File: config.mk
export PLATFORM = sky130hd
export DESIGN_NAME = dmem_axi_master_flat
export DESIGN_NICKNAME = d
export VERILOG_FILES = /design/src/rtl/dmem_axi_if.sv /design/src/rtl/dmem_axi_master.sv /design/src/flat_wrapper.sv
export SDC_FILE = /design/constraint.sdc
export NUM_CORES = 1
export LEC_CHECK = 0
export ABC_AREA = 1
export CORE_AREA = 4 4 126 128
export CTS_BUF_LIST = sky130_fd_sc_hd__clkbuf_4 sky130_fd_sc_hd__clkbuf_8
export CTS_CLUSTER_SIZE = 40
export DETAILED_ROUTE_END_ITERATION = 6
export DIE_AREA = 0 0 130 132
export GPL_TIMING_DRIVEN = 0
export PLACE_DENSITY = 0.78
export SYNTH_ARGS = -nofsm -noshare
export SYNTH_HDL_FRONTEND = slang
export SYNTH_SLANG_ARGS = --single-unit
File: constraint.sdc
create_clock -name clk_i -period 1.6 [get_ports clk_i]
set_input_delay 0.24 -clock clk_i [delete_from_list [all_inputs] [get_ports clk_i]]
set_output_delay 0.24 -clock clk_i [all_outputs]
set_load 0.05 [all_outputs]
File: src/rtl/dmem_axi_if.sv
// AXI4-Lite bus between the data-memory master and its slave.
// Signal names match the AXI channel names used by the rest of the core.
interface dmem_axi_if #(
    parameter int XLEN = 32
);
    logic [XLEN-1:0] M_AWADDR;
    logic            M_AWVALID;
    logic            M_AWREADY;
    logic [XLEN-1:0] M_WDATA;
    logic [3:0]      M_WSTRB;
    logic            M_WVALID;
    logic            M_WREADY;
    logic [1:0]      M_BRESP;
    logic            M_BVALID;
    logic            M_BREADY;
    logic [XLEN-1:0] M_ARADDR;
    logic            M_ARVALID;
    logic            M_ARREADY;
    logic [XLEN-1:0] M_RDATA;
    logic [1:0]      M_RRESP;
    logic            M_RVALID;
    logic            M_RREADY;

    modport master (
        output M_AWADDR, M_AWVALID, input M_AWREADY,
        output M_WDATA, M_WSTRB, M_WVALID, input M_WREADY,
        input  M_BRESP, M_BVALID, output M_BREADY,
        output M_ARADDR, M_ARVALID, input M_ARREADY,
        input  M_RDATA, M_RRESP, M_RVALID, output M_RREADY
    );

    modport slave (
        input  M_AWADDR, M_AWVALID, output M_AWREADY,
        input  M_WDATA, M_WSTRB, M_WVALID, output M_WREADY,
        output M_BRESP, M_BVALID, input M_BREADY,
        input  M_ARADDR, M_ARVALID, output M_ARREADY,
        output M_RDATA, M_RRESP, M_RVALID, input M_RREADY
    );
endinterface

File: src/rtl/dmem_axi_master.sv
// Load/store unit bridging the execute stage to a single-outstanding AXI4-Lite port.
// state   | meaning
// IDLE    | waiting for ld/st request; captures access on request cycle
// RD_ADDR | ARVALID held until AR handshake
// RD_DATA | RREADY high, waiting for read data
// WR_REQ  | AW and W channels each held until their own handshake
// WR_RESP | BREADY high, waiting for write response
// DONE    | one-cycle completion, pipeline released
module dmem_axi_master #(
    parameter int XLEN = 32
) (
    input  logic            clk_i,
    input  logic            rstn_i,
    input  logic            ld_req_i,
    input  logic            st_req_i,
    input  logic [1:0]      size_i,
    input  logic            unsigned_i,
    input  logic [XLEN-1:0] addr_i,
    input  logic [XLEN-1:0] wdata_i,
    output logic            stall_o,
    output logic [XLEN-1:0] rdata_o,
    output logic            err_o,
    dmem_axi_if.master      m_axi
);

    typedef enum logic [2:0] {IDLE, RD_ADDR, RD_DATA, WR_REQ, WR_RESP, DONE} state_t;

    state_t          state_q, state_d;
    logic [XLEN-1:0] addr_q, addr_d;
    logic [XLEN-1:0] wdata_q, wdata_d;
    logic [XLEN-1:0] rdata_q, rdata_d;
    logic [1:0]      size_q, size_d;
    logic            unsigned_q, unsigned_d;
    logic            aw_done_q, aw_done_d;
    logic            w_done_q, w_done_d;
    logic            err_q, err_d;

    logic            misaligned;
    logic [XLEN-1:0] rshift, ld_data, wdata_lane;
    logic [3:0]      wstrb;
    logic            stall, arvalid, rready, awvalid, wvalid, bready;

    always_comb begin
        case (size_i)
            2'b00:   misaligned = 1'b0;
            2'b01:   misaligned = addr_i[0];
            2'b10:   misaligned = (addr_i[1:0] != 2'b00);
            default: misaligned = 1'b1;
        endcase
    end

    // Half accesses are 2-byte aligned, so a byte-granular shift equals 16*addr[1].
    always_comb begin
        rshift = m_axi.M_RDATA >> {addr_q[1:0], 3'b000};
        case (size_q)
            2'b00:   ld_data = {{(XLEN-8){~unsigned_q & rshift[7]}}, rshift[7:0]};
            2'b01:   ld_data = {{(XLEN-16){~unsigned_q & rshift[15]}}, rshift[15:0]};
            default: ld_data = m_axi.M_RDATA;
        endcase
    end

    always_comb begin
        case (size_q)
            2'b00: begin
                wstrb      = 4'b0001 << addr_q[1:0];
                wdata_lane = {4{wdata_q[7:0]}};
            end
            2'b01: begin
                wstrb      = 4'b0011 << {addr_q[1], 1'b0};
                wdata_lane = {2{wdata_q[15:0]}};
            end
            default: begin
                wstrb      = 4'b1111;
                wdata_lane = wdata_q;
            end
        endcase
    end

    always_comb begin
        state_d    = state_q;
        addr_d     = addr_q;
        wdata_d    = wdata_q;
        rdata_d    = rdata_q;
        size_d     = size_q;
        unsigned_d = unsigned_q;
        aw_done_d  = aw_done_q;
        w_done_d   = w_done_q;
        err_d      = 1'b0;
        stall      = 1'b0;
        arvalid    = 1'b0;
        rready     = 1'b0;
        awvalid    = 1'b0;
        wvalid     = 1'b0;
        bready     = 1'b0;
        case (state_q)
            IDLE: begin
                stall = ld_req_i | st_req_i;
                if (ld_req_i | st_req_i) begin
                    addr_d     = addr_i;
                    size_d     = size_i;
                    unsigned_d = unsigned_i;
                    wdata_d    = wdata_i;
                    aw_done_d  = 1'b0;
                    w_done_d   = 1'b0;
                    if (misaligned) begin
                        state_d = DONE;
                        err_d   = 1'b1;
                        rdata_d = '0;
                    end else if (ld_req_i) begin
                        state_d = RD_ADDR;
                    end else begin
                        state_d = WR_REQ;
                    end
                end
            end
            RD_ADDR: begin
                stall   = 1'b1;
                arvalid = 1'b1;
                if (m_axi.M_ARREADY) state_d = RD_DATA;
            end
            RD_DATA: begin
                stall  = 1'b1;
                rready = 1'b1;
                if (m_axi.M_RVALID) begin
                    rdata_d = ld_data;
                    err_d   = |m_axi.M_RRESP;
                    state_d = DONE;
                end
            end
            WR_REQ: begin
                stall     = 1'b1;
                awvalid   = ~aw_done_q;
                wvalid    = ~w_done_q;
                aw_done_d = aw_done_q | (awvalid & m_axi.M_AWREADY);
                w_done_d  = w_done_q | (wvalid & m_axi.M_WREADY);
                if (aw_done_d && w_done_d) state_d = WR_RESP;
            end
            WR_RESP: begin
                stall  = 1'b1;
                bready = 1'b1;
                if (m_axi.M_BVALID) begin
                    err_d   = |m_axi.M_BRESP;
                    state_d = DONE;
                end
            end
            DONE:    state_d = IDLE;
            default: state_d = IDLE;
        endcase
    end

    always_ff @(posedge clk_i or negedge rstn_i) begin
        if (!rstn_i) begin
            state_q    <= IDLE;
            addr_q     <= '0;
            wdata_q    <= '0;
            rdata_q    <= '0;
            size_q     <= '0;
            unsigned_q <= 1'b0;
            aw_done_q  <= 1'b0;
            w_done_q   <= 1'b0;
            err_q      <= 1'b0;
        end else begin
            state_q    <= state_d;
            addr_q     <= addr_d;
            wdata_q    <= wdata_d;
            rdata_q    <= rdata_d;
            size_q     <= size_d;
            unsigned_q <= unsigned_d;
            aw_done_q  <= aw_done_d;
            w_done_q   <= w_done_d;
            err_q      <= err_d;
        end
    end

    // IDLE stall follows the request inputs, so it is gated while reset is held.
    assign stall_o         = rstn_i & stall;
    assign rdata_o         = rdata_q;
    assign err_o           = err_q;
    assign m_axi.M_ARADDR  = {addr_q[XLEN-1:2], 2'b00};
    assign m_axi.M_ARVALID = arvalid;
    assign m_axi.M_RREADY  = rready;
    assign m_axi.M_AWADDR  = {addr_q[XLEN-1:2], 2'b00};
    assign m_axi.M_AWVALID = awvalid;
    assign m_axi.M_WDATA   = wdata_lane;
    assign m_axi.M_WSTRB   = wstrb;
    assign m_axi.M_WVALID  = wvalid;
    assign m_axi.M_BREADY  = bready;

endmodule

File: src/flat_wrapper.sv
// flat-port wrapper written by rule: the top's interface ports become plain ports
module dmem_axi_master_flat 
#(
    parameter int XLEN = 32
)
  (clk_i, rstn_i, ld_req_i, st_req_i, size_i, unsigned_i, addr_i, wdata_i, stall_o, rdata_o, err_o, m_axi_M_AWADDR, m_axi_M_AWVALID, m_axi_M_AWREADY, m_axi_M_WDATA, m_axi_M_WSTRB, m_axi_M_WVALID, m_axi_M_WREADY, m_axi_M_BRESP, m_axi_M_BVALID, m_axi_M_BREADY, m_axi_M_ARADDR, m_axi_M_ARVALID, m_axi_M_ARREADY, m_axi_M_RDATA, m_axi_M_RRESP, m_axi_M_RVALID, m_axi_M_RREADY);
  dmem_axi_if #(.XLEN(XLEN)) m_axi_i ();
  input  logic clk_i;
  input  logic rstn_i;
  input  logic ld_req_i;
  input  logic st_req_i;
  input  logic [1:0] size_i;
  input  logic unsigned_i;
  input  logic [XLEN-1:0] addr_i;
  input  logic [XLEN-1:0] wdata_i;
  output logic stall_o;
  output logic [XLEN-1:0] rdata_o;
  output logic err_o;
  output wire logic [$bits(m_axi_i.M_AWADDR)-1:0] m_axi_M_AWADDR;
  output wire logic [$bits(m_axi_i.M_AWVALID)-1:0] m_axi_M_AWVALID;
  input wire logic [$bits(m_axi_i.M_AWREADY)-1:0] m_axi_M_AWREADY;
  output wire logic [$bits(m_axi_i.M_WDATA)-1:0] m_axi_M_WDATA;
  output wire logic [$bits(m_axi_i.M_WSTRB)-1:0] m_axi_M_WSTRB;
  output wire logic [$bits(m_axi_i.M_WVALID)-1:0] m_axi_M_WVALID;
  input wire logic [$bits(m_axi_i.M_WREADY)-1:0] m_axi_M_WREADY;
  input wire logic [$bits(m_axi_i.M_BRESP)-1:0] m_axi_M_BRESP;
  input wire logic [$bits(m_axi_i.M_BVALID)-1:0] m_axi_M_BVALID;
  output wire logic [$bits(m_axi_i.M_BREADY)-1:0] m_axi_M_BREADY;
  output wire logic [$bits(m_axi_i.M_ARADDR)-1:0] m_axi_M_ARADDR;
  output wire logic [$bits(m_axi_i.M_ARVALID)-1:0] m_axi_M_ARVALID;
  input wire logic [$bits(m_axi_i.M_ARREADY)-1:0] m_axi_M_ARREADY;
  input wire logic [$bits(m_axi_i.M_RDATA)-1:0] m_axi_M_RDATA;
  input wire logic [$bits(m_axi_i.M_RRESP)-1:0] m_axi_M_RRESP;
  input wire logic [$bits(m_axi_i.M_RVALID)-1:0] m_axi_M_RVALID;
  output wire logic [$bits(m_axi_i.M_RREADY)-1:0] m_axi_M_RREADY;
  assign m_axi_M_AWADDR = m_axi_i.M_AWADDR;
  assign m_axi_M_AWVALID = m_axi_i.M_AWVALID;
  assign m_axi_i.M_AWREADY = m_axi_M_AWREADY;
  assign m_axi_M_WDATA = m_axi_i.M_WDATA;
  assign m_axi_M_WSTRB = m_axi_i.M_WSTRB;
  assign m_axi_M_WVALID = m_axi_i.M_WVALID;
  assign m_axi_i.M_WREADY = m_axi_M_WREADY;
  assign m_axi_i.M_BRESP = m_axi_M_BRESP;
  assign m_axi_i.M_BVALID = m_axi_M_BVALID;
  assign m_axi_M_BREADY = m_axi_i.M_BREADY;
  assign m_axi_M_ARADDR = m_axi_i.M_ARADDR;
  assign m_axi_M_ARVALID = m_axi_i.M_ARVALID;
  assign m_axi_i.M_ARREADY = m_axi_M_ARREADY;
  assign m_axi_i.M_RDATA = m_axi_M_RDATA;
  assign m_axi_i.M_RRESP = m_axi_M_RRESP;
  assign m_axi_i.M_RVALID = m_axi_M_RVALID;
  assign m_axi_M_RREADY = m_axi_i.M_RREADY;
  dmem_axi_master #(.XLEN(XLEN)) u_core (.clk_i(clk_i), .rstn_i(rstn_i), .ld_req_i(ld_req_i), .st_req_i(st_req_i), .size_i(size_i), .unsigned_i(unsigned_i), .addr_i(addr_i), .wdata_i(wdata_i), .stall_o(stall_o), .rdata_o(rdata_o), .err_o(err_o), .m_axi(m_axi_i));
endmodule
Word level (Yosys, flattened, before mapping)
Cells that the tools add are included.

cells by class
  multipliers = 0
  divide/modulo/power cells = 0
  reduce and logical (&&, ||, !) cells = 14
  order comparisons = 0
  shift-type cells = 3
  bitwise logic cells = 11
  add/sub/neg operators = 0
  mux-type cells = 30
  equal/unequal tests = 13

operators with widths
  cell                 number
  $pmux 32 s2          3
  $mux 32              3
  $shr 32x5->16        1
  $mux 3               6
  $pmux 3 s5           1
  $mux 1               10
  $pmux 4 s2           1
  $eq 3x2->1 const B   2
  $ne 2x1->1 const B   3
  $ne 2x2->1 const B   3
  $pmux 1 s2           3
  $pmux 1 s3           2
  $reduce_bool 2->1    3
  $and 1x1->1          5
  $reduce_and 5->1     1
  $eq 2x1->1 const B   2
  $logic_not 2->1      2
  $reduce_and 2->1     2
  $reduce_and 4->1     1
  $reduce_or 2->1      2
  $reduce_or 4->1      1
  $shl 1x2->4 const A  1
  $shl 2x2->4 const A  1
  $eq 3x1->1 const B   1
  7 further kinds      11

word-level totals
  register bits = 105
  ROM bits = 0
  input port bits = 112
  memory bits (writable) = 0
  memories kept = 0
  latch bits = 0

Depth between registers and ports, before layout
  depth in word-level cells = 6
  gate-level depth with buffers = 11
  depth with buffers taken out = 9

Worst setup path before layout
Ideal clock, no wire load.

  path kind = reg-to-reg
  start point = reg u_core.state_q[2]
  end point = reg u_core.state_q[1]
  clock period less this slack = 2.200 ns
  path buffers = 0
  data arrival time = 2.077 ns
  stages on the path, launching flop included = 7
  data required time = 1.477 ns
  slack = -0.600 ns
  cell sequence = dfrtp_1 -> nor3_1 -> nand2_1 -> nand3_1 -> nor2_1 -> nand2_1 -> nand2_1

on the way
  longest elaborated chain between the ends = 3
  elaborated cells on any way between the ends = 12
  those cells by class = eq/ne: 9; mux: 1; reduce/logical: 2

RTL lines
  item                                                       RTL line                source
  start, declared                                            dmem_axi_master.sv:28   state_t state_q, state_d;
  start signal, assigned                                     dmem_axi_master.sv:163  state_q <= state_d;
  $eq 3x2->1 (tied with other cells)                         dmem_axi_master.sv:95   case (state_q)
  $ne 2x1->1 (no source line) or $ne 2x2->1 (tied branches)  --
  $reduce_and 5->1 (no source line)                          --

Several ways; a longest one is shown, not always the timed one.
A chain may end at the register's enable or synchronous reset.

Worst setup path after layout
  start point = reg u_core.size_q[1]
  end point = out m_axi_M_WDATA[31]

on the way
  longest elaborated chain between the ends = 2
  elaborated cells on any way between the ends = 3
  those cells by class = eq/ne: 1; mux: 1; reduce/logical: 1

RTL lines
  item                                           RTL line                source
  start, declared                                dmem_axi_master.sv:32   logic [1:0] size_q, size_d;
  start signal, assigned                         dmem_axi_master.sv:167  size_q <= size_d;
  $eq 2x1->1 or $logic_not 2->1 (tied branches)  dmem_axi_master.sv:63   case (size_q)
  $pmux 32 s2 (*)                                dmem_axi_master.sv:63
  end, declared                                  flat_wrapper.sv:22      output wire logic [$bits(m_axi_i.M_WDATA)-1:0] m_axi_M_WDATA;

Every way passes the cells marked *; elsewhere a longest branch is shown, timed or not.

==> flow_summary.toml <==
[route]
routed_via_density = 4.82
wl_per_cell_um = 16.6
vias = 6334
drtIter0Drc = 432
drtAntennaViolNets = 0
drc = 0
finalWirelength_um = 21800
drtPass1Iterations = 5

[floorplan]
pin_count = 251
die_area_mm2 = 0.0172
die_y_um = 132
num_rows = 45
core_mm2 = 0.0149
start_util_pct = 39.0
die_x_um = 130

[status]
violations = "negative hold slack, negative setup slack"
outcome = "complete, but fails checks"

[synth]
avgSynthCellArea_um2 = 7.19
synthDistinctLibCells = 26
syn_inst = 806
ys_ff_latch = 105
syn_area_mm2 = 0.00579
yosys_warnings = 0
ys_seq_area_share_pct = 45.3

[sta]
worstMarginPinSlew_ns = 0.534
post-route-period-util_pct = 116
timing.slew.headroom_pct = 64.5
setup_viol = 101
fin_ws_ns = -0.258
min_period_ns = 1.86
maxSlewViolCount = 0
rsz0062_at_grt = "true"
whs_ns = -0.243
fin_skew_ns = 0.00856
max_freq_mhz = 538
fin_tns_setup_ns = -8.13
final_hold_viol_count = 44

[global_route]
overflow = 0
grt_pass1_vias = 6075
grt_max_degree = 63
grt_pass1_wl_um = 31700
track_usage_pct = 23.4
antenna_found_initial = 0

[layout]
fillers = 1161
final_core_util_pct = 70.1
area_delta_synth_final_pct = 79.8
fin_cells = 1315
diodes = 0
fin_nets = 1235
final_layout_size_suffix_gt1_share_pct = 40.2

[setup_path]
cp_max_fo = 8
setup.reg_to_reg.worst_slack_ns = -0.11
cp-end-kind = "output pin"
crit_path_start_kind = "flop"
crit_arrival_ns = 1.62
crit_type = "reg2out"
crit_required_ns = 1.36

[cts]
cts-htree-levels = 3
clock-sinks = 105
root_buffer = "clkbuf_8"
numCtsBuffers = 9
cts_tree = "yes"
cts_buffer_depth = 2
insertion_delay_ns = 0.39
clk_pin_slew_worst_paths_ns = 0.10

[placed_design]
place_ws_ns = -1.01
port_buffers = 246
dp_hpwl_um = 14900
gp_congestion = 0.931
dp.cells = 1244

[min_path]
hold_path_class = "in2async"

[flow_run]
cap_violations = 0
placed cells by master, fill, tap and decap left out, types with 9 or more instances in the layout:
cell / instances
a21oi_1: 15
buf_4: 118
buf_6: 38
buf_8: 18
clkbuf_16: 13
clkbuf_8: 10
clkdlybuf4s15_2: 59
clkdlybuf4s50_1: 110
dfrtp_1: 97
dlygate4sd2_1: 33
inv_1: 32
inv_2: 9
nand2_1: 319
nand2_2: 69
nand2_4: 42
nand3_1: 17
nand3_2: 19
o211ai_1: 9
o21ai_0: 18
logic make-up (layout without fill, tap and decap cells):
family	Yosys count	in the layout	share of synthesized area, %
simple gates	489	489	33.1
buf+inv	152	470	15.7
flops	105	105	45.3
compound gates	59	59	5.85
other cells	1	4	0.0647
through the flow:
stage	hold WS, ns	area [um^2]
finish	-0.243	10400
global route	-0.209	10400
CTS	-0.236	9610
detailed placement	0.286	8640
global placement	0.453	8620
floorplan	-0.0556	5920
sequential cells by signal (all words and copies together), names as in the netlist:
signal             count
u_core.addr_q         32
u_core.aw_done_q       1
u_core.err_o           1
u_core.rdata_o        32
u_core.size_q          2
u_core.state_q         3
u_core.unsigned_q      1
u_core.w_done_q        1
u_core.wdata_q        32
cell usage after synthesis, drive strengths merged:
master | instances | area share, %
nand3b | 1 | 0.13
and3 | 1 | 0.11
a21oi | 18 | 1.7
dfrtp | 105 | 45
o211ai | 9 | 1.2
a22oi | 1 | 0.13
nor3 | 1 | 0.086
nand2 | 432 | 28
o21bai | 3 | 0.39
clkinv | 1 | 0.065
nor2 | 18 | 1.3
inv | 45 | 2.9
conb | 1 | 0.065
clkbuf | 9 | 0.58
o21ai | 28 | 2.4
buf | 97 | 12
nand3 | 36 | 3.2
layout make-up:
cell class                 count  area [um^2]  area share (%)
timing repair buffer         303         3220            30.9
tap                          188          235            2.26
clock buffer                  12          146            1.40
buffer                       106          966            9.27
multi-input combinational    552         2980            28.6
inverter                      46          195            1.87
clock inverter                 3         42.5           0.408
sequential                   105         2640            25.3
repair_timing:
item | in CTS | in global routing
buffers inserted | 28 | 17
hold endpoints to repair | 44 | 44
pin swaps | 25 | 46
setup endpoints to repair | 233 | 139
gates cloned | 2 | 9
gates resized for setup | 597 | 177
layer usage:
layer / vias to the layer above / routed length (um) / global-route usage [%]
met1: 2954 / 8560 / 28.8
met5: - / 0 / 0
met2: 292 / 10900 / 39.3
met3: 56 / 1700 / 5.35
li1: 3032 / - / -
met4: 0 / 709 / 9.82
critical path, cell delays in order, from the launching register on:
cell        delay, ns
dfrtp_1          0.35
buf_6            0.15
inv_8            0.05
nand2_8          0.06
clkinvlp_4       0.21
nand2_2          0.16
nand3_2          0.08
buf_8            0.16
worst paths after layout:
kind | end | depth (start not counted) | from
hold / removal | u_core.rdata_o[2] | 1 | rstn_i
setup reg to reg | u_core.rdata_o[8] | 9 | u_core.addr_q[0]
max in group asynchronous | u_core.state_q[1] | 2 | rstn_i
min in group clk_i | u_core.wdata_q[7] | 3 | wdata_i[7]
hold reg to reg | u_core.rdata_o[9] | 2 | u_core.rdata_o[9]
setup / recovery | m_axi_M_WDATA[31] | 7 | u_core.size_q[1]
Power is left out: the tool's default activity adds up to more than one toggle a clock period on the data nets, which glitch-free logic cannot reach.
